## config.mk

```make
export PLATFORM = sky130hd
export DESIGN_NAME = alu_op_sequencer
export DESIGN_NICKNAME = d
export VERILOG_FILES = /design/src/rtl/alu_pkg.sv /design/src/rtl/alu_op_sequencer.sv
export SDC_FILE = /design/constraint.sdc
export NUM_CORES = 1
export LEC_CHECK = 0
export BUFFER_PORTS_ARGS = -buffer_cell sky130_fd_sc_hd__buf_2
export CORE_UTILIZATION = 30
export DETAILED_ROUTE_END_ITERATION = 12
export PLACE_DENSITY = 0.62
export SYNTH_ARGS = -nofsm -noshare
export SYNTH_HDL_FRONTEND = slang
export SYNTH_SLANG_ARGS = --single-unit
```

## constraint.sdc

```tcl
create_clock -name clk -period 2 [get_ports clk]
set_clock_uncertainty 0.2 [all_clocks]
set_input_delay 0.2 -clock clk [delete_from_list [all_inputs] [get_ports clk]]
set_output_delay 0.2 -clock clk [all_outputs]
set_load 0.005 [all_outputs]
```

## src/rtl/alu_pkg.sv

```systemverilog
// alu_pkg: opcodes, operand/result widths and sequencer FSM states shared with the ALU front end.
package alu_pkg;
   localparam int ALU_OPND_W = 3;
   localparam int ALU_RES_W  = 4;
   localparam logic [1:0] OP_ADD = 2'b00;
   localparam logic [1:0] OP_SUB = 2'b01;
   localparam logic [1:0] OP_AND = 2'b10;
   localparam logic [1:0] OP_OR  = 2'b11;
   typedef enum logic [1:0] {IDLE, EXEC, RESP} state_t;
endpackage

```

## src/rtl/alu_op_sequencer.sv

```systemverilog
// alu_op_sequencer: registers commands onto the external ALU, captures its result with flags and keeps an accumulator.
module alu_op_sequencer
   import alu_pkg::*;
#(
   parameter int CNT_W = 8
) (
   input  logic                  clk,
   input  logic                  rst_n,
   input  logic                  cmd_valid,
   output logic                  cmd_ready,
   input  logic [1:0]            cmd_opcode,
   input  logic [ALU_OPND_W-1:0] cmd_a,
   input  logic [ALU_OPND_W-1:0] cmd_b,
   input  logic                  cmd_use_acc,
   input  logic                  acc_clr,
   output logic [ALU_OPND_W-1:0] alu_a,
   output logic [ALU_OPND_W-1:0] alu_b,
   output logic [1:0]            alu_opcode,
   input  logic [ALU_RES_W-1:0]  alu_z,
   output logic                  res_valid,
   input  logic                  res_ready,
   output logic [ALU_RES_W-1:0]  res_z,
   output logic                  res_carry,
   output logic                  res_zero,
   output logic [ALU_OPND_W-1:0] acc,
   output logic [CNT_W-1:0]      op_count
);
   state_t                  state_q, state_d;
   logic [ALU_OPND_W-1:0]   alu_a_q, alu_a_d, alu_b_q, alu_b_d, acc_q, acc_d, acc_fwd;
   logic [1:0]              alu_op_q, alu_op_d;
   logic [ALU_RES_W-1:0]    res_z_q, res_z_d;
   logic                    carry_q, carry_d, zero_q, zero_d;
   logic [CNT_W-1:0]        cnt_q, cnt_d;
   logic                    res_hs, cmd_hs, exec;

   always_comb begin
      exec      = state_q == EXEC;
      res_hs    = state_q == RESP && res_ready;
      cmd_ready = state_q == IDLE || res_hs;
      cmd_hs    = cmd_valid && cmd_ready;
      // A chained command sees the result being consumed this cycle, ignoring a simultaneous clear
      acc_fwd   = res_hs ? res_z_q[ALU_OPND_W-1:0] : acc_q;
      acc_d     = acc_clr ? '0 : acc_fwd;
      state_d   = cmd_hs ? EXEC : exec ? RESP : res_hs ? IDLE : state_q;
      alu_a_d   = cmd_hs ? (cmd_use_acc ? acc_fwd : cmd_a) : alu_a_q;
      alu_b_d   = cmd_hs ? cmd_b : alu_b_q;
      alu_op_d  = cmd_hs ? cmd_opcode : alu_op_q;
      res_z_d   = exec ? alu_z : res_z_q;
      carry_d   = exec ? ~alu_op_q[1] & alu_z[ALU_RES_W-1] : carry_q;
      zero_d    = exec ? alu_z[ALU_OPND_W-1:0] == '0 : zero_q;
      cnt_d     = cnt_q + CNT_W'(res_hs);
   end

   always_ff @(posedge clk or negedge rst_n) begin
      if (!rst_n) begin
         state_q  <= IDLE;
         alu_a_q  <= '0;
         alu_b_q  <= '0;
         alu_op_q <= '0;
         res_z_q  <= '0;
         carry_q  <= 1'b0;
         zero_q   <= 1'b0;
         acc_q    <= '0;
         cnt_q    <= '0;
      end else begin
         state_q  <= state_d;
         alu_a_q  <= alu_a_d;
         alu_b_q  <= alu_b_d;
         alu_op_q <= alu_op_d;
         res_z_q  <= res_z_d;
         carry_q  <= carry_d;
         zero_q   <= zero_d;
         acc_q    <= acc_d;
         cnt_q    <= cnt_d;
      end
   end

   assign alu_a      = alu_a_q;
   assign alu_b      = alu_b_q;
   assign alu_opcode = alu_op_q;
   assign res_valid  = state_q == RESP;
   assign res_z      = res_z_q;
   assign res_carry  = carry_q;
   assign res_zero   = zero_q;
   assign acc        = acc_q;
   assign op_count   = cnt_q;
endmodule
```

[After elaboration in Yosys (flattened, before gate mapping)]
Index checks and enable logic that the tools add are counted.
W data, S select, Z words.
Word-level totals
  flip-flop bits (word level): 27
  input port bits: 18
Operators by class
  add/sub/neg operators: 1
  equal/unequal tests: 2
  muxes and demuxes: 6
  bitwise operators: 2
  reduce and logical (&&, ||, !) cells: 6
Operator list (number)
  $mux W3: 3
  $add A8 B1 Y8: 1
  $mux W2: 3
  $logic_not A3 Y1: 1
  $reduce_bool A3 Y1: 1
  $eq A2 B1 Y1 const B: 1
  $eq A2 B2 Y1 const B: 1
  $logic_and A1 B1 Y1: 2
  $logic_not A2 Y1: 1
  $and A1 B1 Y1: 1
  $logic_or A1 B1 Y1: 1
  $not A1 Y1: 1

[Longest topological paths before layout]
  depth in word-level cells: 5
  mapped depth: 8

[Worst setup path after synthesis]
OpenSTA, ideal clock, no wires.
  path kind: register -> register
  start: reg state_q[0]
  end: reg cnt_q[6] (netlist: op_count[6])
  library setup time: 0.123 ns
  arrival time: 1.447 ns
  required time: 1.677 ns
  setup slack: 0.230 ns
  cell stages (with the launch flop): 9
  path buffers: 1
  cell sequence: dfrtp_1 > buf_6 > nand3b_4 > inv_1 > ha_1 > ha_1 > and3_1 > nand3_1 > xnor2_1
Between the ends
  word-level cells in the longest chain between the ends: 3
Ends and longest elaborated chain
  start, declared: RTL line alu_op_sequencer.sv:28  | state_t state_q, state_d;
  start signal, assigned: RTL line alu_op_sequencer.sv:66  | state_q <= state_d;
  $eq A2 B2 Y1: RTL line alu_op_sequencer.sv:38  | res_hs = state_q == RESP && res_ready;
  $logic_and A1 B1 Y1: RTL line alu_op_sequencer.sv:38
  $add A8 B1 Y8: RTL line alu_op_sequencer.sv:51  | cnt_d = cnt_q + CNT_W'(res_hs);
  via cnt_d[6]: RTL line alu_op_sequencer.sv:33  | logic [CNT_W-1:0] cnt_q, cnt_d;
  end signal, assigned: RTL line alu_op_sequencer.sv:74  | cnt_q <= cnt_d;
  end, declared: RTL line alu_op_sequencer.sv:33
The timed path passes the listed nets, and every way through them passes these cells.
A chain may end at the register's enable or synchronous reset.

[Worst setup path after layout]
  start: reg state_q[1]
  end: reg zero_q (netlist: res_zero)
Between the ends
  word-level cells in the longest chain between the ends: 1
Ends and longest elaborated chain
  $eq A2 B1 Y1: RTL line alu_op_sequencer.sv:37  | exec = state_q == EXEC;
  end signal, assigned: RTL line alu_op_sequencer.sv:72  | zero_q <= zero_d;
  end, declared: RTL line alu_op_sequencer.sv:32  | logic carry_q, carry_d, zero_q, zero_d;
No other way between the ends.

==> flow_metrics.env <==
export IMPL_outcome="finished, final reports clean"
export IMPL_fin_nets=171
export IMPL_rsz0062_at_grt="false"
export IMPL_crit_required_ns=2.01
export IMPL_grt_overflow_total=0
export IMPL_die_w_um=64.8
export IMPL_wl_per_cell_um=12.6
export IMPL_core_um2=3720
export IMPL_grtUsageTotal_pct=12.6
export IMPL_syn_area_um2=1180
export IMPL_fmax_ghz=0.552
export IMPL_synth_largest_area_cell="dfrtp_1"
export IMPL_peakVddDrop_uv=502
export IMPL_synth_cells=92
export IMPL_instances_no_fill=198
export IMPL_dr_pass1_iters=4
export IMPL_crit_fanout=8
export IMPL_holdWs_ns=0.190
export IMPL_rows=22
export IMPL_yosysSeqAreaShare_pct=57.1
export IMPL_min_path_type="in -> reg"
export IMPL_cpMaxStageDelayCell="dlygate4sd3_1"
export IMPL_final_hold_violation_count=0
export IMPL_ys_async_sr_fraction_pct=100
export IMPL_critical_path_buf_inv_count=1
export IMPL_cp_end_kind="register"
export IMPL_fin_total_pwr_mw=2.07
export IMPL_cts_buffers=3
export IMPL_fin_crit_ns=1.81
export IMPL_maxSlewViolCount=0
export IMPL_place_hpwl_um=1870
export IMPL_yosys_register_bits=27
export IMPL_die_area_um2=4200
export IMPL_fin_crit_sh_pct=90.6
export IMPL_htree_levels=1
export IMPL_via_per_inst=4.67
export IMPL_drtIter0Drc=16
export IMPL_power_density_nw_per_um2=1280
export IMPL_drive_gt1_share_pct=44.0
export IMPL_ys_types=28
export IMPL_grt_pass1_wl_um=3930
export IMPL_ys_flop_type="dfrtp_1"
export IMPL_drt_total_wl_um=2490
export IMPL_cpPeakStageDelay_ns=0.58
export IMPL_dp_cells=182
export IMPL_die_h_um=64.8
export IMPL_gp_congestion=0.818
export IMPL_remaining_drc_errors=0
export IMPL_syn_num_nets=112
export IMPL_synth_area_leaders="dfrtp_1 57%, mux2_2 8.6%, xnor2_1 3.0%"
export IMPL_clock_sinks=27
export IMPL_setup_tns_ns=0
export IMPL_antenna_cells=0
export IMPL_path_clk_slew_ns=0.08
export IMPL_antenna_found_initial=0
export IMPL_slew_headroom_pct=60.4
export IMPL_grt_max_degree=28
export IMPL_synth_edf_count=0
export IMPL_setup_worst_path_start_class="register"
export IMPL_root_buffer="clkbuf_8"
export IMPL_cts_max_path_buffers=2
export IMPL_initial_core_util_pct=31.9
export IMPL_cp_cell_sequence="nand2b_2 > o41ai_1 > dlygate4sd3_1"
export IMPL_dr_total_vias=925
export IMPL_worstMarginPinSlew_ns=0.594
export IMPL_setup_viol=0
export IMPL_insertion_delay_ns=0.27
export IMPL_syn_to_final_growth_pct=36.7
export IMPL_detail_route_antenna_nets=0
export IMPL_cts_tree="yes"
export IMPL_p_leak_nw=0.821
export IMPL_ioPinCount=45
export IMPL_ys_warnings_count=0
export IMPL_fill_cells=359
export IMPL_portBuffers=44
export IMPL_grt_pass1_vias=897
export IMPL_synthDominantCellAreaShare_pct=57.1
export IMPL_maxCapViolCount=0
export IMPL_cp_arrival_ns=1.82
export IMPL_avgSynthCellArea_um2=12.9
export IMPL_crit_family="buffers and inverters"
export IMPL_crit_type="reg -> reg"
## cells by family (layout without fill, tap and decap cells)
group	after synthesis	count (layout)	share of synthesized area [%]
buffers and inverters	7	65	3.07
XOR/XNOR	6	6	4.44
multiplexers	9	9	8.56
flip-flops	27	27	57.1
AO/OA/AOI/OAI	11	11	7.82
AND/OR/NAND/NOR	30	30	16.9
adder cells (fa/ha/maj)	2	2	2.11
## metal layers
metal | track usage (%) | up-vias | wire (um)
li1 | - | 442 | -
met2 | 20.6 | 33 | 1260
met1 | 14.8 | 446 | 1030
met3 | 2.46 | 4 | 137
met4 | 8.33 | 0 | 68
met5 | 0 | - | 0
## synth_stat cells, drive strengths merged (2+ instances only)
master and instances:
a221o 3, a22o 3, a22oi 3, and2 3, buf 3, dfrtp 27, ha 2, inv 4
mux2 9, nand2 5, nand2b 2, nand3 2, nor2 6, nor2b 2, nor4 3, xnor2 4
xor2 2
## power breakdown
| part | switching, mW | internal, mW |
|---|---|---|
| Clock | 0.158 | 0.143 |
| Combinational | 0.353 | 0.468 |
| Sequential | 0.170 | 0.773 |
| Total | 0.682 | 1.38 |
## path summary, 6_finish.rpt
check                      slack [ns]          end   startpoint  cells after the start
max                              0.19     res_zero   state_q[1]                      3
min                              0.19     alu_a[1]     cmd_a[1]                      4
max reg2reg                      0.19     res_zero   state_q[1]                      3
min reg2reg                      0.27  op_count[7]  op_count[7]                      1
max in group asynchronous        0.94     alu_a[0]        rst_n                      2
min in group asynchronous        0.27     alu_b[1]        rst_n                      2
## metrics by stage
step / utilization (%) / instance area, um^2 / setup WS, ns
final: 43.5 / 1620 / 0.189
after CTS: 43.5 / 1620 / 0.130
after global placement: 39.0 / 1450 / 0.308
after global routing: 43.5 / 1620 / 0.0583
after detailed placement: 39.0 / 1450 / 0.235
after floorplan: - / 1180 / 0.230
## area by class of cell
type	instances	area, um^2	area share [%]
timing repair buffer	57	348	21.5
multi-input combinational	58	474	29.3
inverter	4	15.0	0.928
sequential	27	676	41.8
clock buffer	4	45.0	2.78
tap	48	60.1	3.71
## worst reg2reg max path: cells and delay by family (launching register included)
family	cells	cell delay (ns)
AO/OA/AOI/OAI	1	0.24
buffers and inverters	1	0.58
flip-flops	1	0.45
AND/OR/NAND/NOR	1	0.28
## cells in the final DEF, fill, tap and decap left out
cell | Yosys | final
nand2_1 | 5 | 5
inv_1 | 4 | 4
a22o_1 | 3 | 3
nand2b_1 | 2 | 1
xnor2_1 | 4 | 4
dfrtp_1 | 27 | 27
nor4_1 | 3 | 3
clkbuf_1 | 0 | 1
buf_4 | 0 | 1
a22oi_1 | 3 | 3
o21ai_0 | 1 | 1
or2_2 | 1 | 1
nand2b_2 | 0 | 1
nor2_1 | 6 | 6
a221o_1 | 3 | 3
nand3_1 | 2 | 2
nand3b_4 | 1 | 1
buf_2 | 2 | 44
clkbuf_8 | 0 | 3
or3_4 | 1 | 1
o41ai_1 | 1 | 1
dlygate4sd3_1 | 0 | 12
xor2_1 | 2 | 2
and4_1 | 1 | 1
ha_1 | 2 | 2
nor2b_1 | 1 | 1
nor2b_4 | 1 | 1
mux2_2 | 9 | 9
nand4_1 | 1 | 1
and3_1 | 1 | 1
and2_2 | 3 | 3
nor3_4 | 1 | 1
## flip-flops by register name, summed over array words and instances (netlist names)
register and flops:
acc 3, res_z 4, state_q 2, alu_opcode 2, alu_a 3, alu_b 3
res_carry 1, op_count 8, res_zero 1
## repair_timing
action | 4_1_cts | 5_1_grt
resized for setup | 0 | 1
setup endpoints to repair | 0 | 1
setup buffers | 0 | 0
hold buffers | 12 | 0
endpoints found under the hold margin | 41 | 0
Note: power is estimated with default switching activity, not from simulation.
